### config.mk
export PLATFORM = sky130hd
export DESIGN_NAME = btn_conditioner
export DESIGN_NICKNAME = d
export VERILOG_FILES = /design/src/rtl/btn_pkg.sv /design/src/rtl/btn_debounce_ch.sv /design/src/rtl/btn_conditioner.sv
export SDC_FILE = /design/constraint.sdc
export NUM_CORES = 1
export LEC_CHECK = 0
export ABC_AREA = 1
export CORE_MARGIN = 4
export CORE_UTILIZATION = 44
export DETAILED_ROUTE_END_ITERATION = 10
export GPL_ROUTABILITY_DRIVEN = 1
export GPL_TIMING_DRIVEN = 0
export SLEW_MARGIN = 10
export SYNTH_ARGS = -nofsm -noshare
export SYNTH_HDL_FRONTEND = slang
export SYNTH_SLANG_ARGS = --single-unit
### constraint.sdc
create_clock -name clk -period 8.1 [get_ports clk]
set_clock_uncertainty 0.1 [all_clocks]
set_input_delay 1.62 -clock clk [delete_from_list [all_inputs] [get_ports clk]]
set_output_delay 1.62 -clock clk [all_outputs]
set_load 0.01 [all_outputs]
### src/rtl/btn_pkg.sv
// Shared constants and button-position names for the push-button conditioning slice.
// The long-press feature is enabled with the BTN_LONG_PRESS_EN macro.
package btn_pkg;

    localparam int unsigned BTN_N_DEF               = 4;
    localparam int unsigned BTN_DEBOUNCE_CYCLES_DEF = 100_000;    // 5 ms at 20 MHz
    localparam int unsigned BTN_LONG_CYCLES_DEF     = 20_000_000; // 1 s at 20 MHz

    // Button positions on ui_in[7:4], numbered from ui_in[4].
    typedef enum logic [1:0] {
        BTN_0 = 2'd0,
        BTN_1 = 2'd1,
        BTN_2 = 2'd2,
        BTN_3 = 2'd3
    } btn_idx_t;

endpackage

### src/rtl/btn_debounce_ch.sv
// One button channel: 2-flop synchronizer, stability counter, debounced level and
// one-cycle press/release pulses; hold counter and long-press pulse under BTN_LONG_PRESS_EN.
module btn_debounce_ch
    import btn_pkg::*;
#(
    parameter int unsigned DEBOUNCE_CYCLES = BTN_DEBOUNCE_CYCLES_DEF,
    parameter int unsigned LONG_CYCLES     = BTN_LONG_CYCLES_DEF
) (
    input  logic clk,
    input  logic reset,
    input  logic btn_raw,
    output logic btn_level,
    output logic btn_press,
    output logic btn_release,
    output logic btn_long
);

    localparam int unsigned      CNT_W    = $clog2(DEBOUNCE_CYCLES + 1);
    localparam logic [CNT_W-1:0] CNT_LAST = CNT_W'(DEBOUNCE_CYCLES - 1);

    if (DEBOUNCE_CYCLES < 1) begin : g_bad_debounce
        $error("btn_debounce_ch: DEBOUNCE_CYCLES must be at least 1");
    end
    if (LONG_CYCLES < 1) begin : g_bad_long
        $error("btn_debounce_ch: LONG_CYCLES must be at least 1");
    end

    logic             sync1_q,   sync1_d;
    logic             sync2_q,   sync2_d;
    logic [CNT_W-1:0] cnt_q,     cnt_d;
    logic             level_q,   level_d;
    logic             press_q,   press_d;
    logic             release_q, release_d;

    always_comb begin
        sync1_d   = btn_raw;
        sync2_d   = sync1_q;
        cnt_d     = '0;
        level_d   = level_q;
        press_d   = 1'b0;
        release_d = 1'b0;
        // Terminal compare accepts the new level instead of incrementing, so the count never wraps.
        if (sync2_q != level_q) begin
            if (cnt_q == CNT_LAST) begin
                level_d   = sync2_q;
                press_d   = sync2_q;
                release_d = ~sync2_q;
            end else begin
                cnt_d = cnt_q + CNT_W'(1);
            end
        end
    end

    always_ff @(posedge clk or posedge reset) begin
        if (reset) begin
            sync1_q   <= 1'b0;
            sync2_q   <= 1'b0;
            cnt_q     <= '0;
            level_q   <= 1'b0;
            press_q   <= 1'b0;
            release_q <= 1'b0;
        end else begin
            sync1_q   <= sync1_d;
            sync2_q   <= sync2_d;
            cnt_q     <= cnt_d;
            level_q   <= level_d;
            press_q   <= press_d;
            release_q <= release_d;
        end
    end

    assign btn_level   = level_q;
    assign btn_press   = press_q;
    assign btn_release = release_q;

`ifdef BTN_LONG_PRESS_EN
    localparam int unsigned       HOLD_W    = $clog2(LONG_CYCLES + 1);
    localparam logic [HOLD_W-1:0] HOLD_LAST = HOLD_W'(LONG_CYCLES - 1);
    localparam logic [HOLD_W-1:0] HOLD_SAT  = HOLD_W'(LONG_CYCLES);

    logic [HOLD_W-1:0] hold_q, hold_d;
    logic              long_q, long_d;

    // Parking the counter at LONG_CYCLES (one past the pulse point) suppresses repeat pulses.
    always_comb begin
        hold_d = '0;
        long_d = 1'b0;
        if (level_q) begin
            hold_d = (hold_q == HOLD_SAT) ? hold_q : hold_q + HOLD_W'(1);
            long_d = (hold_q == HOLD_LAST);
        end
    end

    always_ff @(posedge clk or posedge reset) begin
        if (reset) begin
            hold_q <= '0;
            long_q <= 1'b0;
        end else begin
            hold_q <= hold_d;
            long_q <= long_d;
        end
    end

    assign btn_long = long_q;
`else
    assign btn_long = 1'b0;
`endif

endmodule

### src/rtl/btn_conditioner.sv
// Conditions the ui_in[7:4] push buttons into debounced levels and press/release pulses.
// Define BTN_LONG_PRESS_EN to enable the btn_long pulse; otherwise btn_long is tied low.
module btn_conditioner
    import btn_pkg::*;
#(
    parameter int unsigned N_BTN           = BTN_N_DEF,
    parameter int unsigned DEBOUNCE_CYCLES = BTN_DEBOUNCE_CYCLES_DEF,
    parameter int unsigned LONG_CYCLES     = BTN_LONG_CYCLES_DEF
) (
    input  logic             clk,
    input  logic             reset,
    input  logic [N_BTN-1:0] btn_raw,
    output logic [N_BTN-1:0] btn_level,
    output logic [N_BTN-1:0] btn_press,
    output logic [N_BTN-1:0] btn_release,
    output logic [N_BTN-1:0] btn_long,
    output logic             any_press
);

    for (genvar i = 0; i < N_BTN; i++) begin : g_ch
        btn_debounce_ch #(
            .DEBOUNCE_CYCLES (DEBOUNCE_CYCLES),
            .LONG_CYCLES     (LONG_CYCLES)
        ) u_ch (
            .clk         (clk),
            .reset       (reset),
            .btn_raw     (btn_raw[i]),
            .btn_level   (btn_level[i]),
            .btn_press   (btn_press[i]),
            .btn_release (btn_release[i]),
            .btn_long    (btn_long[i])
        );
    end

    assign any_press = |btn_press;

endmodule
* Word-level counts from Yosys, hierarchy flattened
Index checks and enable logic that the tools add are counted.
** Storage, ports and cells
- Bits in registers :: 88
- Bits in latches :: 0
- RAM bits :: 0
- Bits in read-only memories :: 0
- Memories :: 0
** Operators by class
- Add/subtract/negate cells :: 4
- Multiply operators :: 0
- Div/mod/pow operators :: 0
- Magnitude comparators :: 0
- Equality and inequality tests :: 8
- Shift operators :: 0
- Multiplexer cells :: 24
- Bitwise logic cells :: 4
- Reductions and logical operators :: 5
** Operator list (count)
- two-way mux 17 bit :: 8
- adder 17 x 1 -> 17 bit, second input constant :: 4
- == test 17 bit, second input constant :: 4
- two-way mux 1 bit :: 16
- AND reduction 2 bit :: 4
- != test 1 bit :: 4
- NOT 1 bit :: 4
- OR reduction 4 bit :: 1

* Longest topological paths before layout
Gate-level depths: netlist of the first run.
- Word-level depth :: 3
- Mapped depth :: 9
- Depth with buffers taken out :: 9

* By module
Synthesis of the first run repeated with hierarchy kept, for this count alone.
** Second synthesis, totals
- Cells, all modules :: 663
- Area, all modules :: 4830.9 sq um
** By module, submodules not included
- btn_debounce_ch :: instances 4, cells each 165, area an instance 1204.9 sq um, sequential area each 550.5 sq um
- btn_conditioner :: instances 1, cells each 3, area an instance 11.3 sq um, sequential area each 0.0 sq um

* Least setup slack after synthesis of the first run
Ideal clock, no wire load.
- Kind :: reg-to-output
- From :: reg g_ch[1].u_ch.press_q
- To :: out any_press
- Arrival :: 0.919 ns
- Data required time :: 6.380 ns
- Setup slack :: 5.461 ns
- Cell stages (with the launch flop) :: 2
- Path buffers :: 0
- Cell sequence :: dfrtp_1 -> or4_1
** On the way
- Longest elaborated chain between the ends :: 1
** RTL lines
- start: declaration :: RTL line btn_debounce_ch.sv:32 : logic press_q, press_d;
- start signal: assignment :: RTL line btn_debounce_ch.sv:67 : press_q <= press_d;
- OR reduction 4 bit :: RTL line btn_conditioner.sv:35 : assign any_press = |btn_press;
- end: declaration :: RTL line btn_conditioner.sv:17 : output logic any_press
Every way passes these cells.

* Worst setup path after layout of the first run
- From :: reg g_ch[3].u_ch.press_q
- To :: out any_press
** On the way
- Longest elaborated chain between the ends :: 1
** RTL lines (RTL line)
- start: declaration :: btn_debounce_ch.sv:32
- start signal: assignment :: btn_debounce_ch.sv:67
- OR reduction 4 bit :: btn_conditioner.sv:35
Every way passes these cells.

==> impl_results.md, run 1 <==
* Status: complete, no violations
* TritonCTS Buffers at 9
* Worst endpoint required time at ~6.4 ns
* Die W at between 100 and 150 um
* Initial Utilization at between 40% and 50%
* Slowest cell delay on critical path at a little under 0.5 ns
* Largest net degree at the start of global routing at 60
* PD cells at between 100 and 150 nW/um^2
* Reg clk slew, reported paths at 0.09 ns
* R2R depth at 8
* CTS Buffer Depth at 2
* Synthesized area per cell at approximately 7.8 um^2
* Setup Fix Bufs, Post-CTS at 0
* Slew Viols, Final at 0
* Filler cell count at between 1k and 1.5k
* Final setup fails at 0
* Drt total wl at approximately 9.0 mm
* Routability cong. at between 0.8 and 0.9
* DR iter-0 viols at ~170
* CP Cell Sequence: or4_1 > clkdlybuf4s50_1
* WHS Endpoint: g_ch[1].u_ch.sync2_q$_DFF_PP0_
* Hold slack at approximately 0.25 ns
* Maxcap violations at 0
* WL/cell at 11.59 um
* Clock Latency Late Sink at 0.34 ns
* Post-Syn Area at between 4000 and 5000 um^2
* Period utilization at a little over two fifths
* Share of layout cells above drive strength 1 at between 10% and 20%
* Fmax at ~0.29 GHz
* Crit-path max FO at 2
* DR pass1 iterations at 5
* First-pass GRT wire length at 15.94 mm
* Crit start category: flop
* R2r startpoint: g_ch[2].u_ch.cnt_q[0]$_DFF_PP0_
* Fin area at between 5000 and 6000 um^2
* Min-Delay Path Depth at 0
* Top Metal Used: met4
* # clock sinks at ~90
* Worst R2R End: g_ch[2].u_ch.cnt_q[16]$_DFF_PP0_
* Commonest non-fill, non-tap cells in the layout: nor2_1 (139), nand2_1 (139), dfrtp_1 (88), inv_1 (54), nand3_1 (32)
* Worst hold start: g_ch[1].u_ch.sync1_q$_DFF_PP0_
* Port buffer count at 18
* Bufs and invs on worst path at 1
* Dpl cells at ~760
* Unrepaired setup endpoints after global routing: false
* TritonCTS clock tree: yes
* Crit Path Class: reg -> out
* HPWL after DPL at 6.686 mm
* VDD IR max at between 0.0001 and 0.00015 V
* Fin cells at 779
* Mapped Cells at 605
* Post-CTS Hold Buffers at 0
* WL met3 at just under 300 um
* Vias per inst at 4.748
* Area grow syn2layout at 12.73%
* I/O Pins at 23
* Nets at 648
* Placed Area at 5099 um^2
* H-tree Lvls at 3
* GRT Resource Usage Total at between 10% and 20%
* Via count at 3699
* Ant diodes at 0
* CP max stage cell: clkdlybuf4s50_1
* Rows at 37
* LEAKAGE at around 2.2 nW
* DRT antenna net count at 0
* Worst min path class: reg -> reg
* Fin. Hold Viols at 0
* Final Core Density at between 50% and 60%
* Routed wl met2 at about 4.3 mm
* Overflow after GRT at 0
* Sequential fraction of the synthesis area at 46.78%
* Post-cts resize count at 0
* Post-route minimum period at roughly 3.4 ns
* Yosys cell types at 30
* Die Height at ~110 um
* R2R Setup Slk at around 6.5 ns
* Die area at 12420 um^2
* Warnings, synthesis at 0
* M1 WL at 4.340 mm
* Vias in the first global route at ~3.5k
* Initial antenna violation count at 0
* Setup TNS at 0 ns
* Post-route DRC at 0
* Synth Register Bits at just under 90
* Core box area at around 10000 um^2
* Worst path arrival time at 1.72 ns
* Crit end category: primary output
* CP top delay family: buffers and inverters
* Root Buffer: clkbuf_8
## per-layer routing
metal	vias up	track usage [%]
met5	-	0
li1	1936	-
met3	10	3.641
met1	1715	20.50
met2	38	25.37
met4	0	4.055
## flip-flops by register name (all words and copies together), names as in the netlist
register,cells
g_ch.u_ch.btn_release,4
g_ch.u_ch.cnt_q,68
g_ch.u_ch.sync1_q,4
g_ch.u_ch.btn_level,4
g_ch.u_ch.sync2_q,4
g_ch.u_ch.btn_press,4
## worst register-to-register path, cell delays in order, from the launching register on
cell and delay, ns:
dfrtp_1 0.41, ha_1 0.21, nand2_2 0.11, nor2_4 0.13
nand2_1 0.06, nor2_1 0.09, nand2_1 0.09, nand2_2 0.19
nor2_1 0.08
## kinds of logic (layout without fill, tap and decap cells)
kind of cell / Yosys count / after routing / share of synthesized area (%)
flops: 88 / 88 / 46.78
fa+ha+maj: 4 / 4 / 1.063
compound gates: 29 / 29 / 4.226
buf+inv: 74 / 109 / 7.177
simple gates: 388 / 388 / 36.76
other cells: 1 / 4 / 0.07967
xor+xnor: 21 / 21 / 3.908
## Yosys cell counts, drive strengths merged
cell type,count,share of area (%)
inv,57,4.5
nor3b,1,0.16
xor2,20,3.7
a21o,3,0.48
o21bai,17,2.8
nand4,16,2.1
nor2,156,14
nand2,162,14
nor3,14,1.7
ha,4,1.1
buf,16,2.6
nand3b,1,0.16
xnor2,1,0.19
o21ai,6,0.64
or4,1,0.16
or2,2,0.27
dfrtp,88,47
a21oi,3,0.32
nand3,35,4.0
conb,1,0.080
clkinv,1,0.080
## where the power goes
part | switching, mW | internal (mW)
clock | 0.151 | 0.160
combinational | 0.0225 | 0.0105
sequential | 0.00577 | 0.446
## layout make-up
cell class                 count  area, um^2  share of cell area (%)
clock buffer                  12       155.1                   2.924
tap                          136       170.2                   3.207
inverter                      58       220.2                   4.150
multi-input combinational    446        2178                   41.05
timing repair buffer          19       207.7                   3.914
sequential                    88        2202                   41.50
clock inverter                 4       52.55                  0.9903
buffer                        16       120.1                   2.264
## how the worst max path moves through the flow
stage,from,endpoint,depth (start not counted)
2_1_floorplan,reset,g_ch[0].u_ch.btn_level$_DFFE_PP0P_,1
3_5_place_dp,g_ch[3].u_ch.btn_press$_DFF_PP0_,any_press,2
6_report,g_ch[3].u_ch.btn_press$_DFF_PP0_,any_press,2
4_1_cts,g_ch[3].u_ch.btn_press$_DFF_PP0_,any_press,2
5_1_grt,g_ch[3].u_ch.btn_press$_DFF_PP0_,any_press,2
3_3_place_gp,reset,g_ch[1].u_ch.cnt_q[13]$_DFF_PP0_,2
## per-stage QoR
| stage | total power, mW | setup WS (ns) |
|---|---|---|
| 4_1_cts | 0.8111 | 4.636 |
| 3_5_place_dp | 0.4946 | 5.032 |
| 5_1_grt | 0.8347 | 4.600 |
| 2_1_floorplan | 0.4816 | 4.101 |
| 3_3_place_gp | 0.4917 | 2.625 |
| 6_report | 0.7951 | 4.662 |
Power figures use the tool's default switching activity.
==> inputs of run 2 (changes only) <==
==> constraint.sdc (replaced) <==
create_clock -name clk -period 3 [get_ports clk]
set_clock_uncertainty 0.1 [all_clocks]
set_input_delay 0.6 -clock clk [delete_from_list [all_inputs] [get_ports clk]]
set_output_delay 0.6 -clock clk [all_outputs]
set_load 0.01 [all_outputs]
==> results of run 2 <==
Same layout as run 1 (identical final DEF). Status: complete, no violations.
Main changes from that run: setup slack after placement 5.032 ns -> 0.9522 ns; setup slack after layout 4.662 ns -> 0.5819 ns; register-to-register setup slack 6.52 ns -> 1.42 ns; total power 0.7951 mW -> 2.147 mW; worst IR drop on VDD 0.0001397 V -> 0.0003771 V
